**src/rtl/sequenciador_notas_if.sv**
```systemverilog
// -----------------------------------------------------------------------------
// sequenciador_notas_if
//   Bundles the signals between the note playback sequencer and its
//   environment (round controller, note ROM, buzzer/Arduino output).
//
//   master : environment side. Drives the start/abort commands, the sequence
//            length and the ROM read data. Observes the sequencer outputs.
//   slave  : the sequencer itself.
//
//   Signals
//     iniciar      start playback (only honoured while idle)
//     abortar      stop playback immediately
//     comprimento  index of the last note to play (0 = one note)
//     dado_memoria note read from the synchronous ROM, one cycle after endereco
//     endereco     ROM read address
//     nota         note code driven to the buzzer/Arduino (0 = rest)
//     nota_valida  high while a non-rest note is sounding
//     fim_nota     one-cycle pulse after each note's silent gap
//     pronto       one-cycle pulse after the last note completes
//     ocupado      high whenever the sequencer is not idle
//     db_estado    current state encoding, for debug
// -----------------------------------------------------------------------------
interface sequenciador_notas_if #(
  parameter int ADDR_W = 4,
  parameter int NOTE_W = 4
);

  logic              iniciar;
  logic              abortar;
  logic [ADDR_W-1:0] comprimento;
  logic [NOTE_W-1:0] dado_memoria;

  logic [ADDR_W-1:0] endereco;
  logic [NOTE_W-1:0] nota;
  logic              nota_valida;
  logic              fim_nota;
  logic              pronto;
  logic              ocupado;
  logic [2:0]        db_estado;

  modport master (
    output iniciar,
    output abortar,
    output comprimento,
    output dado_memoria,
    input  endereco,
    input  nota,
    input  nota_valida,
    input  fim_nota,
    input  pronto,
    input  ocupado,
    input  db_estado
  );

  modport slave (
    input  iniciar,
    input  abortar,
    input  comprimento,
    input  dado_memoria,
    output endereco,
    output nota,
    output nota_valida,
    output fim_nota,
    output pronto,
    output ocupado,
    output db_estado
  );

endinterface

```
**src/rtl/sequenciador_notas.sv**
```systemverilog
// -----------------------------------------------------------------------------
// sequenciador_notas
//   Playback sequencer for the "show sequence" phase of a round. On iniciar
//   it walks ROM addresses 0..comprimento; each note is sounded for T_NOTA
//   cycles, followed by T_PAUSA cycles of silence. fim_nota pulses after
//   every note and pronto after the last one, so the round controller can
//   pace its display from these pulses instead of running its own timer.
//
//   Per note: LE (address to ROM) -> CAPTURA (latch ROM data) -> TOCA
//   (T_NOTA cycles) -> PAUSA (T_PAUSA cycles) -> PROXIMO (fim_nota), i.e.
//   T_NOTA+T_PAUSA+3 cycles per note. After the last note, FIM (pronto).
//
//   Ports
//     clock  system clock, rising edge
//     reset  synchronous, active-high reset; priority over all inputs
//     bus    sequenciador_notas_if.slave (commands, ROM data, outputs)
//
//   All outputs are registered (Moore); none depends combinationally on an
//   input.
// -----------------------------------------------------------------------------
module sequenciador_notas #(
  parameter int ADDR_W  = 4,
  parameter int NOTE_W  = 4,
  parameter int T_NOTA  = 25000000,
  parameter int T_PAUSA = 5000000,
  parameter int TIMER_W = 26
) (
  input  logic                  clock,
  input  logic                  reset,
  sequenciador_notas_if.slave   bus
);

  // Encoding is visible on db_estado, so values are pinned explicitly.
  typedef enum logic [2:0] {
    OCIOSO  = 3'd0,
    LE      = 3'd1,
    CAPTURA = 3'd2,
    TOCA    = 3'd3,
    PAUSA   = 3'd4,
    PROXIMO = 3'd5,
    FIM     = 3'd6
  } estado_t;

  // Terminal counts for the two timed states.
  localparam logic [TIMER_W-1:0] FIM_TOCA  = TIMER_W'(T_NOTA - 1);
  localparam logic [TIMER_W-1:0] FIM_PAUSA = TIMER_W'(T_PAUSA - 1);

  estado_t            estado;
  logic [ADDR_W-1:0]  endereco;
  logic [ADDR_W-1:0]  limite;    // comprimento latched at start
  logic [TIMER_W-1:0] timer;
  logic [NOTE_W-1:0]  nota;
  logic               nota_valida;
  logic               fim_nota;
  logic               pronto;
  logic               ocupado;

  // ---------------------------------------------------------------------------
  // Single-process FSM. Outputs are registered alongside the state, so each
  // output is set on the transition INTO the state where it must be seen.
  // ---------------------------------------------------------------------------
  // NOTE: every register here uses non-blocking assignment so all of them
  // update together from the same pre-edge values; blocking assignment would
  // let later statements see half-updated state.
  always_ff @(posedge clock) begin
    if (reset) begin
      estado      <= OCIOSO;
      endereco    <= '0;
      limite      <= '0;
      timer       <= '0;
      nota        <= '0;
      nota_valida <= 1'b0;
      fim_nota    <= 1'b0;
      pronto      <= 1'b0;
      ocupado     <= 1'b0;
    end else begin
      // Pulse outputs default low; only the transitions that own them raise
      // them for exactly one cycle.
      fim_nota <= 1'b0;
      pronto   <= 1'b0;

      if (estado != OCIOSO && bus.abortar) begin
        // Abort wins over every other transition, including PROXIMO->FIM.
        // endereco is deliberately left where it was.
        estado      <= OCIOSO;
        nota        <= '0;
        timer       <= '0;
        nota_valida <= 1'b0;
        ocupado     <= 1'b0;
      end else begin
        case (estado)
          OCIOSO: begin
            // iniciar together with abortar is treated as no start.
            if (bus.iniciar && !bus.abortar) begin
              estado   <= LE;
              endereco <= '0;
              limite   <= bus.comprimento;
              timer    <= '0;
              ocupado  <= 1'b1;
            end
          end

          LE: begin
            // endereco is on the ROM address bus this cycle; data arrives
            // on dado_memoria in the next one.
            estado <= CAPTURA;
          end

          CAPTURA: begin
            nota        <= bus.dado_memoria;
            nota_valida <= (bus.dado_memoria != '0);
            timer       <= '0;
            estado      <= TOCA;
          end

          TOCA: begin
            if (timer == FIM_TOCA) begin
              timer       <= '0;
              nota_valida <= 1'b0;
              estado      <= PAUSA;
            end else begin
              timer <= timer + TIMER_W'(1);
            end
          end

          PAUSA: begin
            // nota keeps its value through the gap; only nota_valida drops.
            if (timer == FIM_PAUSA) begin
              timer    <= '0;
              fim_nota <= 1'b1;
              estado   <= PROXIMO;
            end else begin
              timer <= timer + TIMER_W'(1);
            end
          end

          PROXIMO: begin
            // End is detected by equality before endereco can wrap, since
            // limite never exceeds the largest address.
            if (endereco == limite) begin
              pronto <= 1'b1;
              estado <= FIM;
            end else begin
              endereco <= endereco + ADDR_W'(1);
              estado   <= LE;
            end
          end

          FIM: begin
            nota    <= '0;
            ocupado <= 1'b0;
            estado  <= OCIOSO;
          end

          default: begin
            // Unused encoding 7: recover to idle with quiet outputs.
            nota        <= '0;
            nota_valida <= 1'b0;
            ocupado     <= 1'b0;
            timer       <= '0;
            estado      <= OCIOSO;
          end
        endcase
      end
    end
  end

  assign bus.endereco    = endereco;
  assign bus.nota        = nota;
  assign bus.nota_valida = nota_valida;
  assign bus.fim_nota    = fim_nota;
  assign bus.pronto      = pronto;
  assign bus.ocupado     = ocupado;
  assign bus.db_estado   = estado;

endmodule

```
**src/flat_wrapper.sv**
```systemverilog
// flat-port wrapper written by rule: the top's interface ports become plain ports
module sequenciador_notas_flat 
#(
  parameter int ADDR_W  = 4,
  parameter int NOTE_W  = 4,
  parameter int T_NOTA  = 25000000,
  parameter int T_PAUSA = 5000000,
  parameter int TIMER_W = 26
)
  (clock, reset, bus_iniciar, bus_abortar, bus_comprimento, bus_dado_memoria, bus_endereco, bus_nota, bus_nota_valida, bus_fim_nota, bus_pronto, bus_ocupado, bus_db_estado);
  sequenciador_notas_if #(.ADDR_W(ADDR_W), .NOTE_W(NOTE_W)) bus_i ();
  input  logic clock;
  input  logic reset;
  input wire logic [$bits(bus_i.iniciar)-1:0] bus_iniciar;
  input wire logic [$bits(bus_i.abortar)-1:0] bus_abortar;
  input wire logic [$bits(bus_i.comprimento)-1:0] bus_comprimento;
  input wire logic [$bits(bus_i.dado_memoria)-1:0] bus_dado_memoria;
  output wire logic [$bits(bus_i.endereco)-1:0] bus_endereco;
  output wire logic [$bits(bus_i.nota)-1:0] bus_nota;
  output wire logic [$bits(bus_i.nota_valida)-1:0] bus_nota_valida;
  output wire logic [$bits(bus_i.fim_nota)-1:0] bus_fim_nota;
  output wire logic [$bits(bus_i.pronto)-1:0] bus_pronto;
  output wire logic [$bits(bus_i.ocupado)-1:0] bus_ocupado;
  output wire logic [$bits(bus_i.db_estado)-1:0] bus_db_estado;
  assign bus_i.iniciar = bus_iniciar;
  assign bus_i.abortar = bus_abortar;
  assign bus_i.comprimento = bus_comprimento;
  assign bus_i.dado_memoria = bus_dado_memoria;
  assign bus_endereco = bus_i.endereco;
  assign bus_nota = bus_i.nota;
  assign bus_nota_valida = bus_i.nota_valida;
  assign bus_fim_nota = bus_i.fim_nota;
  assign bus_pronto = bus_i.pronto;
  assign bus_ocupado = bus_i.ocupado;
  assign bus_db_estado = bus_i.db_estado;
  sequenciador_notas #(.ADDR_W(ADDR_W), .NOTE_W(NOTE_W), .T_NOTA(T_NOTA), .T_PAUSA(T_PAUSA), .TIMER_W(TIMER_W)) u_core (.clock(clock), .reset(reset), .bus(bus_i));
endmodule
```
**config.mk**
```make
export PLATFORM = sky130hd
export DESIGN_NAME = sequenciador_notas_flat
export DESIGN_NICKNAME = d
export VERILOG_FILES = /design/src/rtl/sequenciador_notas_if.sv /design/src/rtl/sequenciador_notas.sv /design/src/flat_wrapper.sv
export SDC_FILE = /design/constraint.sdc
export NUM_CORES = 1
export LEC_CHECK = 0
export ABC_AREA = 1
export CAP_MARGIN = 20
export CORE_ASPECT_RATIO = 0.5
export CORE_MARGIN = 10
export CORE_UTILIZATION = 28
export CTS_CLUSTER_SIZE = 14
export DETAILED_ROUTE_END_ITERATION = 12
export SYNTH_ARGS = -nofsm -noshare
export SYNTH_HDL_FRONTEND = slang
export SYNTH_SLANG_ARGS = --single-unit
```
**constraint.sdc**
```tcl
create_clock -name clock -period 1.7 [get_ports clock]
set_input_delay 0.17 -clock clock [delete_from_list [all_inputs] [get_ports clock]]
set_output_delay 0.17 -clock clock [all_outputs]
set_load 0.02 [all_outputs]
```
After elaboration in Yosys (flattened, before gate mapping) --
Cells that the tools add are included. Widths: inputs -> output; s select.
Cells by class: add/subtract/negate cells 2, equality and inequality tests 13, multiplexer cells 19, bitwise operators 6, reductions and logical operators 20
Operator list (count):
- $pmux 26 s4 | 1
- $mux 26 | 3
- $add 26x1->26 const B | 1
- $eq 26x23->1 const B | 1
- $eq 26x25->1 const B | 1
- $pmux 3 s6 | 1
- $pmux 4 s2 | 2
- $reduce_or 5->1 | 3
- $mux 3 | 4
- $eq 3x3->1 const B | 3
- $reduce_or 3->1 | 3
- $mux 4 | 2
- $eq 3x2->1 const B | 2
- $ne 2x1->1 const B | 3
- $not 1->1 | 6
- $reduce_and 2->1 | 3
- $reduce_and 3->1 | 2
- $add 4x1->4 const B | 1
- $eq 4x4->1 | 1
- $mux 1 | 4
- $reduce_and 4->1 | 1
- $reduce_bool 4->1 | 1
- $eq 3x1->1 const B | 1
- $logic_not 3->1 | 1
- 8 further kinds | 9
Word-level totals: bits in registers 45

Logic depth before layout (Yosys ltp) --
depth in word-level cells 4, gate-level depth with buffers 13, gate-level depth less buffers 12

Least setup slack after synthesis --
No wires, ideal clock.
kind reg-to-reg, start register u_core.estado[1], in the netlist u_core.bus.db_estado[1], end register u_core.timer[11], arrival time 1.403 ns, data required time 1.584 ns, slack 0.180 ns, cell stages (with the launch flop) 11, buffers on the path 1, clock period less this slack 1.520 ns, path through dfxtp_1 inv_2 nand2_2 nor2_4 nor2_2 nor2_4 inv_2 buf_2 a21oi_1 o211ai_1 inv_1
On the way: word-level cells in the longest chain between the ends 4, elaborated cells on any way between the ends 14, classes of those cells eq/ne: 6; mux: 1; bitwise: 1; reduce/logical: 6
RTL lines:
- from (decl) | RTL line sequenciador_notas.sv:48 | estado_t estado;
- from (signal assigned) | RTL line sequenciador_notas.sv:67 | estado <= OCIOSO;
- from (signal assigned) | RTL line sequenciador_notas.sv:85 | estado <= OCIOSO;
- from (signal assigned) | RTL line sequenciador_notas.sv:95 | estado <= LE;
- branches (longest 4 deep; another with $pmux 26 s4)
- to (signal assigned) | RTL line sequenciador_notas.sv:122 | timer <= timer + TIMER_W'(1);
- to (signal assigned) | RTL line sequenciador_notas.sv:133 | timer <= timer + TIMER_W'(1);
- to (decl) | RTL line sequenciador_notas.sv:51 | logic [TIMER_W-1:0] timer;
Several ways; the timed one is not identified. A chain may end at the register's enable or synchronous reset.

Worst setup path in the final report --
start register u_core.estado[2], in the netlist u_core.bus.db_estado[2], end output port bus_db_estado[2]
RTL lines:
- to (decl) | RTL line flat_wrapper.sv:24 | output wire logic [$bits(bus_i.db_estado)-1:0] bus_db_estado;
No word-level cell between the ends.

==> out/metrics.yaml <==
drtAntennaViolNets: 0
slew_headroom_pct: 79.8
cap_violations: 0
diodes: 0
clockRootBuffer: "clkbuf_16"
finalHoldViolCount: 0
worst_ir_drop_vdd_v: 0.000494
clock_sinks: 45
num_rows: 25
start_kind: "flip-flop"
viasPerCell: 4.45
worstMarginPinSlew_ps: 303
yosysWarnings: 0
grt_pass1_wl_um: 12600
nets: 500
cp.required_ps: 1530
cts_tree: "done"
io_pins: 27
die_area_um2: 14400
outcome: "finished, final reports clean"
synth_top_area_share_pct: 32.8
grt_max_degree: 16
hold_path_class: "input port to flip-flop"
synth_area_leader_cell: "dfxtp_1"
crit_fanout: 4
vias: 2763
synth_cell_types: 32
antenna_found_initial: 0
rsz0062_at_grt: "no"
cp_cell_sequence: "buf_4, clkdlybuf4s50_1"
p_leak_nw: 1.43
slowest_stage: "clkdlybuf4s50_1"
wirelength_um: 7130
synthFlopType: "dfxtp_1"
synth_fp_nets: 456
grt_usage_pct: 10.1
crit_path_max_incr_delay_ps: 600
r2r_setup_slack_ps: 170
drive_gt1_share_pct: 13.8
layout_min_cycle_time_ps: 1590
regArea_um2: 911
synthArstFlopShare_pct: 0
drt_iter0_drc: 204
synth_seq_cells: 45
hpwl_um: 5660
avgSynthCellArea_um2: 6.22
drc: 0
start_util_pct: 28.9
tns_ps: 0
multi_input_area_um2: 1610
crit_family: "buffers and inverters"
htree_levels: 2
syn_area_um2: 2750
die_h_um: 90.0
synth_common_cells: "nand2_1 (133), nor2_1 (62), inv_1 (58)"
setup_viol: 0
routabilityCongestion: 0.925
crit_arrival_ps: 1420
clk-insertion-delay-late_ps: 290
cp-end-kind: "output pin"
postPlaceCellArea_um2: 3270
overflow: 0
finalCritPeriodShare_pct: 93.5
cp_num_buf_inv: 2
area_growth_pct: 27.8
skew_ps: 7.33
p_per_area_nw_per_um2: 1100
synth_edf_count: 0
fmax_mhz: 629
ys_seq_area_share_pct: 32.8
routedWlPerCell_um: 11.5
fillers: 1021
clock_path_buffers: 2
ys_top_cells_by_area: "dfxtp_1 (33%), nand2_1 (18%), nor2_1 (8.5%)"
dieWidth_um: 160
cts_buffers: 5
grt_pass1_vias: 2701
finalInstanceArea_um2: 3510
postSynthCellCount: 441
clkSlewWorstSetupHoldPaths_ps: 70
worstSetupPathType: "flip-flop to output pin"
drt-pass1-iter-count: 5
drv_slew: 0
core_um2: 9510
io_buffers: 26
yosysMostFrequentCell: "nand2_1"
sequential cells by signal (all words and copies together) (netlist names):
register                cells
u_core.bus.db_estado        3
u_core.bus.endereco         4
u_core.bus.fim_nota         1
u_core.bus.nota             4
u_core.bus.nota_valida      1
u_core.bus.ocupado          1
u_core.bus.pronto           1
u_core.limite               4
u_core.timer               26
metrics by stage:
step	utilization, %	total power [mW]	hold slack, ps	worst slack [ps]	std cells
4_1_cts	36.2	3.84	427	26.3	620
3_5_place_dp	34.4	2.71	469	37.7	612
3_3_place_gp	34.4	2.70	451	79.2	612
5_1_grt	36.9	4.10	450	11.9	621
2_1_floorplan	-	2.19	239	180	441
6_report	36.9	3.86	426	111	621
cells in the final DEF (no fill, tap or decap), types with 2 or more instances in the layout:
cell	count
a21oi_1	26
buf_4	15
clkbuf_16	5
clkdlybuf4s50_1	26
dfxtp_1	39
dfxtp_2	5
ha_1	3
inv_1	56
inv_2	8
nand2_1	130
nand2_2	7
nand2_4	4
nand3_1	28
nand3_2	2
nand4_1	11
nor2_1	58
nor2_2	6
nor2_4	5
nor3_1	11
o211ai_1	4
o21ai_0	8
o21ai_1	2
xnor2_1	2
xor2_1	9
tightest hold or removal path, delay by kind of cell:
kind | cells | cell delay (ps)
AOI/OAI and AO/OA | 1 | 50
buffers and inverters | 1 | 390
and+or+nand+nor | 1 | 60
routing by layer:
layer	vias up	track usage (%)	share of wire, %
met1	1216	13.4	50
li1	1480	-	-
met4	0	3.04	1.0
met5	-	0	0
met3	8	2.37	5.5
met2	59	15.9	44
power by group:
group / switching, mW / internal, mW / total [mW]
Combinational: 0.945 / 0.534 / 1.48
Sequential: 0.0888 / 1.15 / 1.24
Clock: 0.410 / 0.735 / 1.14
Total: 1.44 / 2.42 / 3.86
timing repair:
| item | in CTS | in global routing |
|---|---|---|
| buffers inserted | 0 | 1 |
| setup endpoints to repair | 0 | 27 |
| hold buffers | 0 | 0 |
| gates resized for setup | 0 | 22 |
cell families after synthesis:
| kind of cell | share of synthesized area (%) |
|---|---|
| and+or+nand+nor | 43.1 |
| buffers and inverters | 10.1 |
| AOI/OAI and AO/OA | 9.12 |
| DFF | 32.8 |
| xor gates and xnor gates | 3.51 |
| adders and majority gates | 1.37 |
path summary, 6_finish.rpt:
check                     end  cells past startpoint               startpoint
max          bus_db_estado[2]                      2  u_core.bus.db_estado[2]
max reg2reg  u_core.timer[11]                     10          u_core.timer[0]
min          u_core.limite[1]                      3       bus_comprimento[1]
min reg2reg  u_core.limite[1]                      2         u_core.limite[1]
layout make-up:
type	count	area share (%)
Inverter	64	6.85
Clock buffer	7	4.07
Clock inverter	1	0.856
Sequential cell	45	26.0
Timing Repair Buffer	43	11.5
Tap cell	135	4.82
Multi-Input combinational cell	326	45.9
(Power assumes the default switching activity.)
